--- config.mk ---
export PLATFORM = sky130hd
export DESIGN_NAME = pipelined_rca
export DESIGN_NICKNAME = d
export VERILOG_FILES = /design/src/rtl/pipelined_rca.sv
export SDC_FILE = /design/constraint.sdc
export NUM_CORES = 1
export LEC_CHECK = 0
export BUFFER_PORTS_ARGS = -buffer_cell sky130_fd_sc_hd__buf_2
export CAP_MARGIN = 40
export CORE_AREA = 5 5 177 179
export CTS_CLUSTER_DIAMETER = 50
export DETAILED_ROUTE_END_ITERATION = 7
export DIE_AREA = 0 0 182 184
export PLACE_DENSITY = 0.72
export SYNTH_ARGS = -nofsm -noshare
export SYNTH_HDL_FRONTEND = slang
export SYNTH_SLANG_ARGS = --single-unit
--- constraint.sdc ---
create_clock -name clk -period 26.4 [get_ports clk]
set_input_delay 1.32 -clock clk [delete_from_list [all_inputs] [get_ports clk]]
set_output_delay 1.32 -clock clk [all_outputs]
set_load 0.005 [all_outputs]
--- src/rtl/pipelined_rca.sv ---
// Pipelined ripple-carry adder/subtractor: one SEG_WIDTH-bit segment per stage, valid/ready at both ends.
// Define PRCA_OVF_EN to add the registered signed-overflow output Ovf.
module pipelined_rca #(
  parameter int WIDTH     = 32,
  parameter int SEG_WIDTH = 4
) (
  input  logic             clk,
  input  logic             rst,
  input  logic             in_valid,
  output logic             in_ready,
  input  logic [WIDTH-1:0] A,
  input  logic [WIDTH-1:0] B,
  input  logic             Cin,
  input  logic             Sub,
  output logic             out_valid,
  input  logic             out_ready,
  output logic [WIDTH-1:0] Sum,
  output logic             Cout
`ifdef PRCA_OVF_EN
  ,
  output logic             Ovf
`endif
);

  localparam int N = WIDTH / SEG_WIDTH;

  logic advance;

  // Whole pipeline moves in lockstep; bubbles hold along with real beats.
  assign advance  = !out_valid || out_ready;
  assign in_ready = advance;

  for (genvar k = 0; k < N; k++) begin : g_stage
    localparam int RW = WIDTH - k * SEG_WIDTH;

    logic [RW-1:0]              a_in;
    logic [RW-1:0]              b_in;
    logic                       c_in;
    logic                       v_in;
    logic [SEG_WIDTH:0]         seg_add;
    logic                       v_q;
    logic                       c_q;
    logic [(k+1)*SEG_WIDTH-1:0] s_q;

    assign seg_add = {1'b0, a_in[SEG_WIDTH-1:0]} + {1'b0, b_in[SEG_WIDTH-1:0]}
                   + {{SEG_WIDTH{1'b0}}, c_in};

    if (k == 0) begin : g_src
      assign a_in = A;
      assign b_in = Sub ? ~B : B;
      assign c_in = Sub | Cin;
      assign v_in = in_valid;

      always_ff @(posedge clk or posedge rst) begin
        if (rst) begin
          s_q <= '0;
        end else if (advance) begin
          s_q <= seg_add[SEG_WIDTH-1:0];
        end
      end
    end else begin : g_src
      assign a_in = g_stage[k-1].g_skew.a_q;
      assign b_in = g_stage[k-1].g_skew.b_q;
      assign c_in = g_stage[k-1].c_q;
      assign v_in = g_stage[k-1].v_q;

      // Finished lower segments ride along so the whole word exits together.
      always_ff @(posedge clk or posedge rst) begin
        if (rst) begin
          s_q <= '0;
        end else if (advance) begin
          s_q <= {seg_add[SEG_WIDTH-1:0], g_stage[k-1].s_q};
        end
      end
    end

    always_ff @(posedge clk or posedge rst) begin
      if (rst) begin
        v_q <= 1'b0;
        c_q <= 1'b0;
      end else if (advance) begin
        v_q <= v_in;
        c_q <= seg_add[SEG_WIDTH];
      end
    end

    if (k < N - 1) begin : g_skew
      logic [RW-SEG_WIDTH-1:0] a_q;
      logic [RW-SEG_WIDTH-1:0] b_q;

      always_ff @(posedge clk or posedge rst) begin
        if (rst) begin
          a_q <= '0;
          b_q <= '0;
        end else if (advance) begin
          a_q <= a_in[RW-1:SEG_WIDTH];
          b_q <= b_in[RW-1:SEG_WIDTH];
        end
      end
    end
  end

  assign out_valid = g_stage[N-1].v_q;
  assign Sum       = g_stage[N-1].s_q;
  assign Cout      = g_stage[N-1].c_q;

`ifdef PRCA_OVF_EN
  logic msb_cin;

  // Carry into the MSB recovered from the MSB sum bit of the last segment.
  assign msb_cin = g_stage[N-1].a_in[SEG_WIDTH-1] ^ g_stage[N-1].b_in[SEG_WIDTH-1]
                 ^ g_stage[N-1].seg_add[SEG_WIDTH-1];

  always_ff @(posedge clk or posedge rst) begin
    if (rst) begin
      Ovf <= 1'b0;
    end else if (advance) begin
      Ovf <= msb_cin ^ g_stage[N-1].seg_add[SEG_WIDTH];
    end
  end
`endif

endmodule

==> results of run 1 <==
## per-layer routing
metal / GRT usage (%) / part of all wire (%) / vias to the layer above / routed length [um]
li1: - / - / 5382 / -
met1: 26.7 / 47 / 5048 / 13700
met2: 28.3 / 46 / 198 / 13400
met3: 2.91 / 4.6 / 55 / 1360
met4: 5.34 / 2.7 / 0 / 780
met5: 0 / 0 / - / 0
## final timing paths
path	start	endpoint	depth (start not counted)
min	Sum[23]$_DFFE_PP0P_	Sum[23]$_DFFE_PP0P_	2
max reg2reg	out_valid$_DFFE_PP0P_	g_stage[4].s_q[2]$_DFFE_PP0P_	8
max in group asynchronous	rst	g_stage[5].s_q[3]$_DFFE_PP0P_	6
min reg2reg	Sum[23]$_DFFE_PP0P_	Sum[23]$_DFFE_PP0P_	2
min in group asynchronous	rst	g_stage[4].g_skew.a_q[7]$_DFFE_PP0P_	3
max	out_ready	in_ready	6
## cell families after synthesis
group / count (synthesis)
AO/OA/AOI/OAI: 104
adder cells (fa/ha/maj): 40
AND/OR/NAND/NOR: 1017
flip-flops: 384
XOR/XNOR: 43
buffers and inverters: 118
## cell usage after synthesis
| cell | number |
|---|---|
| inv_1 | 28 |
| or2_2 | 1 |
| clkbuf_1 | 5 |
| a21o_1 | 8 |
| nor2b_4 | 1 |
| xnor2_1 | 28 |
| ha_1 | 24 |
| o31ai_1 | 1 |
| o21a_1 | 2 |
| buf_2 | 57 |
| o21ai_0 | 64 |
| nor3_1 | 1 |
| fa_1 | 16 |
| buf_6 | 13 |
| inv_2 | 1 |
| xor2_1 | 15 |
| nand2_1 | 980 |
| nor2_1 | 25 |
| dfrtp_1 | 384 |
| a21oi_1 | 26 |
| nand2b_1 | 1 |
| a22oi_1 | 1 |
| nor2b_1 | 8 |
| buf_4 | 14 |
| o21ai_1 | 2 |
## stage by stage
stage               setup WS (ns)  hold slack [ns]
global placement            21.82            0.445
CTS                         22.38            0.464
global route                22.25            0.479
detailed placement          22.31            0.449
finish                      22.33            0.456
floorplan                   14.41            0.430
## flip-flops by register name, summed over array words and instances (netlist names)
signal,flops
g_stage.s_q,112
g_stage.g_skew.b_q,112
g_stage.g_skew.a_q,112
out_valid,1
g_stage.v_q,7
Sum,32
Cout,1
g_stage.c_q,7
## critical path: stages
cell and delay (ns):
buf_2 0.11, nor2b_4 0.09, buf_4 0.36, buf_16 0.29, inv_8 0.20, buf_2 0.23
## power groups by stage
stage	combinational, mW	clock (mW)	sequential, mW
floorplan	0.457	0	0.973
global placement	0.559	0	0.997
detailed placement	0.596	0	1.00
CTS	0.602	0.540	0.996
global route	0.697	0.565	1.03
finish	0.590	0.525	0.994
## final cells by class
class / count / area (um^2) / share of cell area, %
flip-flops and latches: 384 / 9610 / 54.4
multi-input cells: 1204 / 5400 / 30.6
clock buffers: 51 / 1140 / 6.47
repair buffers: 122 / 813 / 4.60
well taps: 390 / 488 / 2.76
inverters: 29 / 124 / 0.701
clock inverters: 10 / 86.3 / 0.489
==> flow_metrics.tcl, run 1 <==
set metrics [dict create \
    status "finished, final reports clean" \
    rrSetupSlack_ns 23.33 \
    ys_warn_count 0 \
    total_power_mw 2.11 \
    dieArea_um2 33500 \
    synth_xor_area_share_pct 2.40 \
    crit_required_ns 25.08 \
    tightest_slew_ns 0.946 \
    power.internal_mw 1.40 \
    postCtsSetupBuffers 0 \
    dpl.hpwl_um 18700 \
    die_y_um 184 \
    syn_inst 1706 \
    synthTopCellsByArea "dfrtp_1 (61%), nand2_1 (23%), fa_1 (2.0%)" \
    clock_skew_ns 0.00954 \
    ir_worst_vdd_mv 0.0618 \
    syn_to_final_growth_pct 12.7 \
    clk_pin_slew_ns 0.05 \
    netlist_area_um2 15700 \
    drv_slew 0 \
    switchingPower_mw 0.709 \
    relSlewSlack_pct 36.9 \
    clk_latency_ns 0.51 \
    gr-usage-all-layers_pct 18.1 \
    numCtsBuffers 39 \
    die-width_um 182 \
    synth_cell_types 25 \
    place_congestion 0.791 \
    n_antenna_cell 0 \
    p_per_area_nw_per_um2 119 \
    synth.avg_cell_area_um2 9.19 \
    grt_overflow 0 \
    antenna_left 0 \
    power_frac_comb_pct 28.0 \
    place_area_um2 16400 \
    place_inst 2129 \
    core_um2 29400 \
    ys_seq_area_share_pct 61.3 \
    wl_um 29300 \
    synth_top_area_share_pct 61.3 \
    final_core_util_pct 60.1 \
    first_pass_iters 5 \
    rows 63 \
    cp-start-kind "primary input" \
    final_area_um2 17700 \
    portBuffers 104 \
    synth-simple-area-share_pct 24.6 \
    cts_tree "yes" \
    clock_power_share_pct 24.9 \
    drt_iter0_drc 679 \
    p_leak_nw 9.43 \
    fin_setup_tns_ns 0 \
    p_sw_share_pct 33.6 \
    hold_path.class "register to register" \
    final_common_cell "nand2_1" \
    clock_sinks 384 \
    criticalPathCategory "primary input to primary output" \
    viasPerCell 4.88 \
    grt_pass1_vias 10500 \
    synth_compound_area_share_pct 3.51 \
    drc 0 \
    end_kind "primary output" \
    synthMuxAreaShare_pct 0 \
    ys_seq_elements 384 \
    grt_max_degree 164 \
    grt_first_pass_wirelength_um 51300 \
    post_cts_resized 0 \
    synth_top_family_by_area "simple AND/OR/NAND/NOR gates" \
    htreeDepth 2 \
    io_pins 105 \
    arrival_ns 2.75 \
    finalSetupViolations 0 \
    finalNonFillerCells 2190 \
    p_seq_share_pct 47.1 \
    period_needed_ns 4.07 \
    wl_per_cell_um 13.4 \
    max_freq_ghz 0.246 \
    initial_core_util_pct 53.3 \
    layout_common_cells "nand2_1 (980), dfrtp_1 (384), buf_2 (104), o21ai_0 (64), clkbuf_16 (41)" \
    syn-num-nets 1816 \
    antenna_found_initial 0 \
    min_period_over_period_pct 15.4 \
    holdBufCountCts 0 \
    rsz0062_at_grt "no" \
    via_count 10700 \
    fill_cells 2516 \
    maxCapViolations 0 \
    nNetsFinal 1890 \
    clockBufferDepth 3 \
    yosysTopAreaCell "dfrtp_1" \
    root_buffer "clkbuf_16" \
    critPathMaxFanout 100 \
    yosys.area_share.adder_pct 3.96 \
    drive_gt1_share_pct 10.3 \
    timing_hold_violations_final 0 \
]
Note: power is estimated with default switching activity, not from simulation.
==> run 2, diff against run 1 <==
ABC_AREA = 1   (was unset)
CORE_AREA = 5 5 176 178   (was 5 5 177 179)
DIE_AREA = 0 0 181 183   (was 0 0 182 184)
clock period = 4.02 ns   (was 26.4 ns; I/O delays follow)
==> flow_metrics.tcl, run 2 <==
set metrics [dict create \
    cts_tree "yes" \
    status "finished, final reports clean" \
    hold_path.class "primary input to register" \
    arrival_ns 2.52 \
    antenna_left 0 \
    syn_to_final_growth_pct 16.3 \
    syn_inst 1676 \
    netlist_area_um2 15600 \
    clock_sinks 384 \
    layout_common_cells "nand2_1 (691), dfrtp_1 (384), o21ai_0 (206), inv_1 (137), buf_2 (104)" \
    pre_cts_ws_ns 1.56 \
    dpl.hpwl_um 17700 \
    critPathMaxFanout 152 \
    drv_slew 0 \
    clk_latency_ns 0.52 \
    ys_seq_area_share_pct 61.6 \
    clockBufferDepth 3 \
    crit_end "in_ready" \
    p_per_area_nw_per_um2 763 \
    clk_pin_slew_ns 0.06 \
    viasPerCell 4.85 \
    synth_most_common_cell "nand2_1" \
    grt_first_pass_wirelength_um 51000 \
    first_pass_iters 5 \
    crit_required_ns 3.82 \
    timing.rr.end "g_stage[6].g_skew.a_q[2]$_DFFE_PP0P_" \
    min-delay-start "B[25]" \
    portBuffers 104 \
    io_pins 105 \
    maxCapViolations 0 \
    period_needed_ns 2.72 \
    final_core_util_pct 62.0 \
    synth.avg_cell_area_um2 9.30 \
    numCtsBuffers 40 \
    min_period_over_period_pct 67.7 \
    synth_cell_types 22 \
    core_um2 29200 \
    reg.largest.list "g_stage.g_skew.a_q (112), g_stage.g_skew.b_q (112), g_stage.s_q (112)" \
    max_freq_ghz 0.367 \
    initial_core_util_pct 53.3 \
    wl_per_cell_um 13.2 \
    ir_worst_vdd_mv 0.408 \
    end_kind "primary output" \
    via_count 10800 \
    rr_worst_depth 4 \
    synth_common_cells "nand2_1 (691), dfrtp_1 (384), o21ai_0 (206)" \
    syn-num-nets 1786 \
    drive_gt1_share_pct 9.91 \
    ys_seq_elements 384 \
    cp-start-kind "register" \
    regToRegStartpoint "out_valid$_DFFE_PP0P_" \
    gr-usage-all-layers_pct 18.0 \
    antenna_found_initial 0 \
    nNetsFinal 1910 \
    wl_um 29200 \
    root_buffer "clkbuf_16" \
    rows 63 \
    synthArstFlopShare_pct 100 \
    n_antenna_cell 0 \
    grt_overflow 0 \
    die_y_um 183 \
    synth-main-ff-cell "dfrtp_1" \
    synthTopCellsByArea "dfrtp_1 (62%), nand2_1 (17%), o21ai_0 (6.6%)" \
    total_power_mw 13.8 \
    drt_iter0_drc 900 \
    timing_hold_violations_final 0 \
    die-width_um 181 \
    ys_warn_count 0 \
    place_area_um2 16300 \
    setup_ws_ns 1.30 \
    dieArea_um2 33100 \
    final_area_um2 18100 \
    criticalPathCategory "register to primary output" \
    htreeDepth 2 \
    clock_skew_ns 0.0148 \
    fin_setup_tns_ns 0 \
    p_leak_nw 9.27 \
    tightest_slew_ns 1.06 \
    place_congestion 0.805 \
    synth-edff-count 0 \
    drc 0 \
    critPathLaunch "out_valid$_DFFE_PP0P_" \
    grt_max_degree 269 \
    yosysTopAreaCell "dfrtp_1" \
    synth_top_area_share_pct 61.6 \
    grt_pass1_vias 10600 \
    final_common_cell "nand2_1" \
    post_cts_resized 0 \
    fill_cells 2458 \
    rsz0062_at_grt "no" \
    finalSetupViolations 0 \
    relSlewSlack_pct 29.2 \
    rrSetupSlack_ns 1.72 \
]
-- run 2: worst min path at each step --
stage	end	depth (start not counted)
after floorplan	g_stage[0].g_skew.a_q[0]$_DFFE_PP0P_	2
after global placement	g_stage[6].s_q[5]$_DFFE_PP0P_	2
after detailed placement	g_stage[6].s_q[5]$_DFFE_PP0P_	2
after CTS	g_stage[0].g_skew.b_q[21]$_DFFE_PP0P_	3
after global routing	g_stage[0].g_skew.b_q[21]$_DFFE_PP0P_	3
final	g_stage[0].g_skew.b_q[21]$_DFFE_PP0P_	3
-- run 2: repair_timing --
| action | in CTS | in global routing |
|---|---|---|
| buffers inserted | 0 | 0 |
| hold buffers | 54 | 0 |
| endpoints found under the hold margin | 66 | 0 |
| setup endpoints to repair | 0 | 0 |
-- run 2: layer usage --
metal	up-vias	share of wire, %	GRT usage (%)
li1	5440	-	-
met1	5077	47	26.5
met2	182	47	28.6
met3	55	3.7	2.86
met4	0	2.5	4.71
met5	-	0	0
-- run 2: power breakdown --
part	switching (mW)	internal (mW)
Clock	1.41	2.11
Sequential	0.867	5.60
Combinational	2.39	1.46
-- run 2: cells by family (layout without fill, tap and decap cells) --
family | Yosys count | count (layout) | share of synthesized area, %
AO/OA/AOI/OAI | 250 | 250 | 8.08
XOR/XNOR | 32 | 32 | 1.80
adder cells (fa/ha/maj) | 40 | 40 | 3.98
buffers and inverters | 227 | 377 | 6.33
flip-flops | 384 | 384 | 61.6
AND/OR/NAND/NOR | 743 | 743 | 18.2
-- run 2: final cells by class --
cell class	instances	area (um^2)	area share, %
Tap cell	390	488	2.69
Clock inverter	8	72.6	0.400
Clock buffer	60	1200	6.60
Sequential cell	384	9610	53.0
Multi-Input combinational cell	1065	5000	27.5
Inverter	139	533	2.94
Timing Repair Buffer	170	1240	6.84
-- run 2: stage by stage --
| stage | hold slack [ns] | cells |
|---|---|---|
| floorplan | 0.311 | 1676 |
| global placement | 0.149 | 2092 |
| detailed placement | 0.150 | 2094 |
| CTS | 0.00446 | 2216 |
| global route | 0.0137 | 2216 |
| finish | 0.0154 | 2216 |
-- run 2: worst max-delay path: stages, from the launching register on --
cell     delay (ns)
dfrtp_1        0.34
inv_1          0.06
nor2_4         0.56
inv_8          0.41
buf_4          0.38
buf_2          0.15
==> run 3, diff against run 2 <==
PLACE_DENSITY = 0.75   (was 0.72)
clock period = 2.5 ns   (was 4.02 ns; I/O delays follow)
==> flow_metrics.tcl, run 3 (synthesis gave the netlist of run 2 again) <==
set metrics [dict create \
    drive_gt1_share_pct 10.1 \
    critPathMaxFanout 76 \
    grt_first_pass_wirelength_um 52400 \
    max_freq_ghz 0.449 \
    cp-start-kind "register" \
    criticalPathCategory "register to register" \
    clk_latency_ns 0.52 \
    place_congestion 0.800 \
    initial_core_util_pct 53.3 \
    layout_common_cells "nand2_1 (691), dfrtp_1 (384), o21ai_0 (206), inv_1 (137), buf_2 (104)" \
    postCtsSetupBuffers 0 \
    dpl.hpwl_um 18400 \
    wl_um 30200 \
    rows 63 \
    drt_iter0_drc 860 \
    timing_hold_violations_final 0 \
    first_pass_iters 5 \
    period_needed_ns 2.23 \
    htreeDepth 2 \
    die_y_um 183 \
    clk_pin_slew_ns 0.06 \
    portBuffers 104 \
    p_seq_share_pct 46.3 \
    antenna_found_initial 0 \
    end_kind "register" \
    fin_setup_tns_ns 0 \
    crit_required_ns 2.90 \
    clock_skew_ns 0.0126 \
    rsz0062_at_grt "no" \
    die-width_um 181 \
    drv_slew 0 \
    min_period_over_period_pct 89.1 \
    switchingPower_mw 7.60 \
    hold_depth 4 \
    rr_worst_depth 5 \
    setup_ws_ns 0.273 \
    grt_pass1_vias 10900 \
    numCtsBuffers 41 \
    antenna_left 0 \
    power_frac_comb_pct 27.3 \
    n_antenna_cell 0 \
    pre_cts_ws_ns 0.492 \
    power.internal_mw 15.0 \
    clock_power_share_pct 26.4 \
    dieArea_um2 33100 \
    grt_max_degree 176 \
    p_sw_share_pct 33.7 \
    cts_tree "yes" \
    ir_worst_vdd_mv 0.823 \
    whs_ns 0.0474 \
    critPathMaxStageDelay_ns 0.60 \
    path_cells "inv_1 -> nor2_4 -> buf_4 -> o21ai_0 -> dlygate4sd3_1" \
    final_common_cell "nand2_1" \
    tightest_slew_ns 0.701 \
    viasPerCell 4.89 \
    clockBufferDepth 3 \
    p_per_area_nw_per_um2 1230 \
    arrival_ns 2.63 \
    reg.largest.list "g_stage.g_skew.a_q (112), g_stage.g_skew.b_q (112), g_stage.s_q (112)" \
    final_core_util_pct 62.5 \
    gr-usage-all-layers_pct 18.6 \
    relSlewSlack_pct 53.3 \
    finalSetupViolations 0 \
    io_pins 105 \
    syn_to_final_growth_pct 17.3 \
    maxCapViolations 0 \
    wl_per_cell_um 13.5 \
    root_buffer "clkbuf_16" \
    core_um2 29200 \
    grt_overflow 0 \
    hold_path.class "primary input to register" \
    crit_slowest_cell "buf_4" \
    nNetsFinal 1918 \
    drc 0 \
    clock_sinks 384 \
    p_leak_nw 9.35 \
    via_count 10900 \
    status "finished, final reports clean" \
    total_power_mw 22.6 \
]
run 3: cell types whose count changed in the layout (fill, tap and decap cells not counted):
| cell | before | now |
|---|---|---|
| buf_12 | 4 | 6 |
| buf_16 | 2 | 0 |
| buf_4 | 6 | 8 |
| clkbuf_1 | 9 | 12 |
| clkbuf_16 | 41 | 43 |
| clkbuf_8 | 10 | 12 |
| clkinv_2 | 5 | 3 |
| clkinv_4 | 1 | 0 |
| dlygate4sd3_1 | 54 | 59 |
| inv_16 | 0 | 1 |
| inv_6 | 1 | 2 |
run 3: metal layers:
metal | track usage, % | wire [um] | vias to the layer above
li1 | - | - | 5464
met1 | 26.4 | 14000 | 5217
met2 | 31.0 | 14500 | 175
met3 | 2.70 | 1130 | 46
met4 | 4.32 | 520 | 0
met5 | 0 | 0 | -
run 3: final cells by class:
cell class | instances | area [um^2]
Clock buffer | 67 | 1290
Clock inverter | 7 | 73.8
Fill cell | 2445 | 11000
Inverter | 139 | 542
Multi-Input combinational cell | 1065 | 5000
Sequential cell | 384 | 9610
Tap cell | 390 | 488
Timing Repair Buffer | 177 | 1290
run 3: critical path, delay by kind of cell (launching register included):
kind	cells	cell delay [ns]
flops	1	0.35
buf+inv	3	1.26
compound gates	1	0.19
simple gates	1	0.31
run 3: worst paths after layout:
check	start	endpoint	slack (ns)
worst max register to register	out_valid$_DFFE_PP0P_	g_stage[0].g_skew.b_q[13]$_DFFE_PP0P_	0.27
min in group asynchronous	rst	g_stage[1].g_skew.a_q[15]$_DFFE_PP0P_	0.19
worst max-delay path	out_valid$_DFFE_PP0P_	g_stage[0].g_skew.b_q[13]$_DFFE_PP0P_	0.27
worst min-delay path	A[1]	g_stage[0].s_q[1]$_DFFE_PP0P_	0.05
max in group asynchronous	rst	g_stage[1].g_skew.a_q[0]$_DFFE_PP0P_	1.40
worst min register to register	g_stage[3].s_q[4]$_DFFE_PP0P_	g_stage[4].s_q[4]$_DFFE_PP0P_	0.47
run 3: through the flow:
step	instances	area [um^2]
2_1_floorplan	1676	15600
3_3_place_gp	2096	16300
3_5_place_dp	2096	16300
5_1_grt	2229	18300
6_report	2229	18300
4_1_cts	2229	18300
run 3: power by group through the flow:
stage          clock network, mW  logic [mW]  registers (mW)
3_5_place_dp                   0        6.06            10.5
5_1_grt                     6.35        7.26            10.8
3_3_place_gp                   0        5.79            10.4
4_1_cts                     6.06        6.25            10.5
2_1_floorplan                  0        4.68            10.2
6_report                    5.96        6.15            10.4
run 3: what timing repair did:
action,in CTS,in global routing
setup endpoints to repair,0,1
resized for setup,0,2
hold buffers,59,0
hold endpoints to repair,65,0
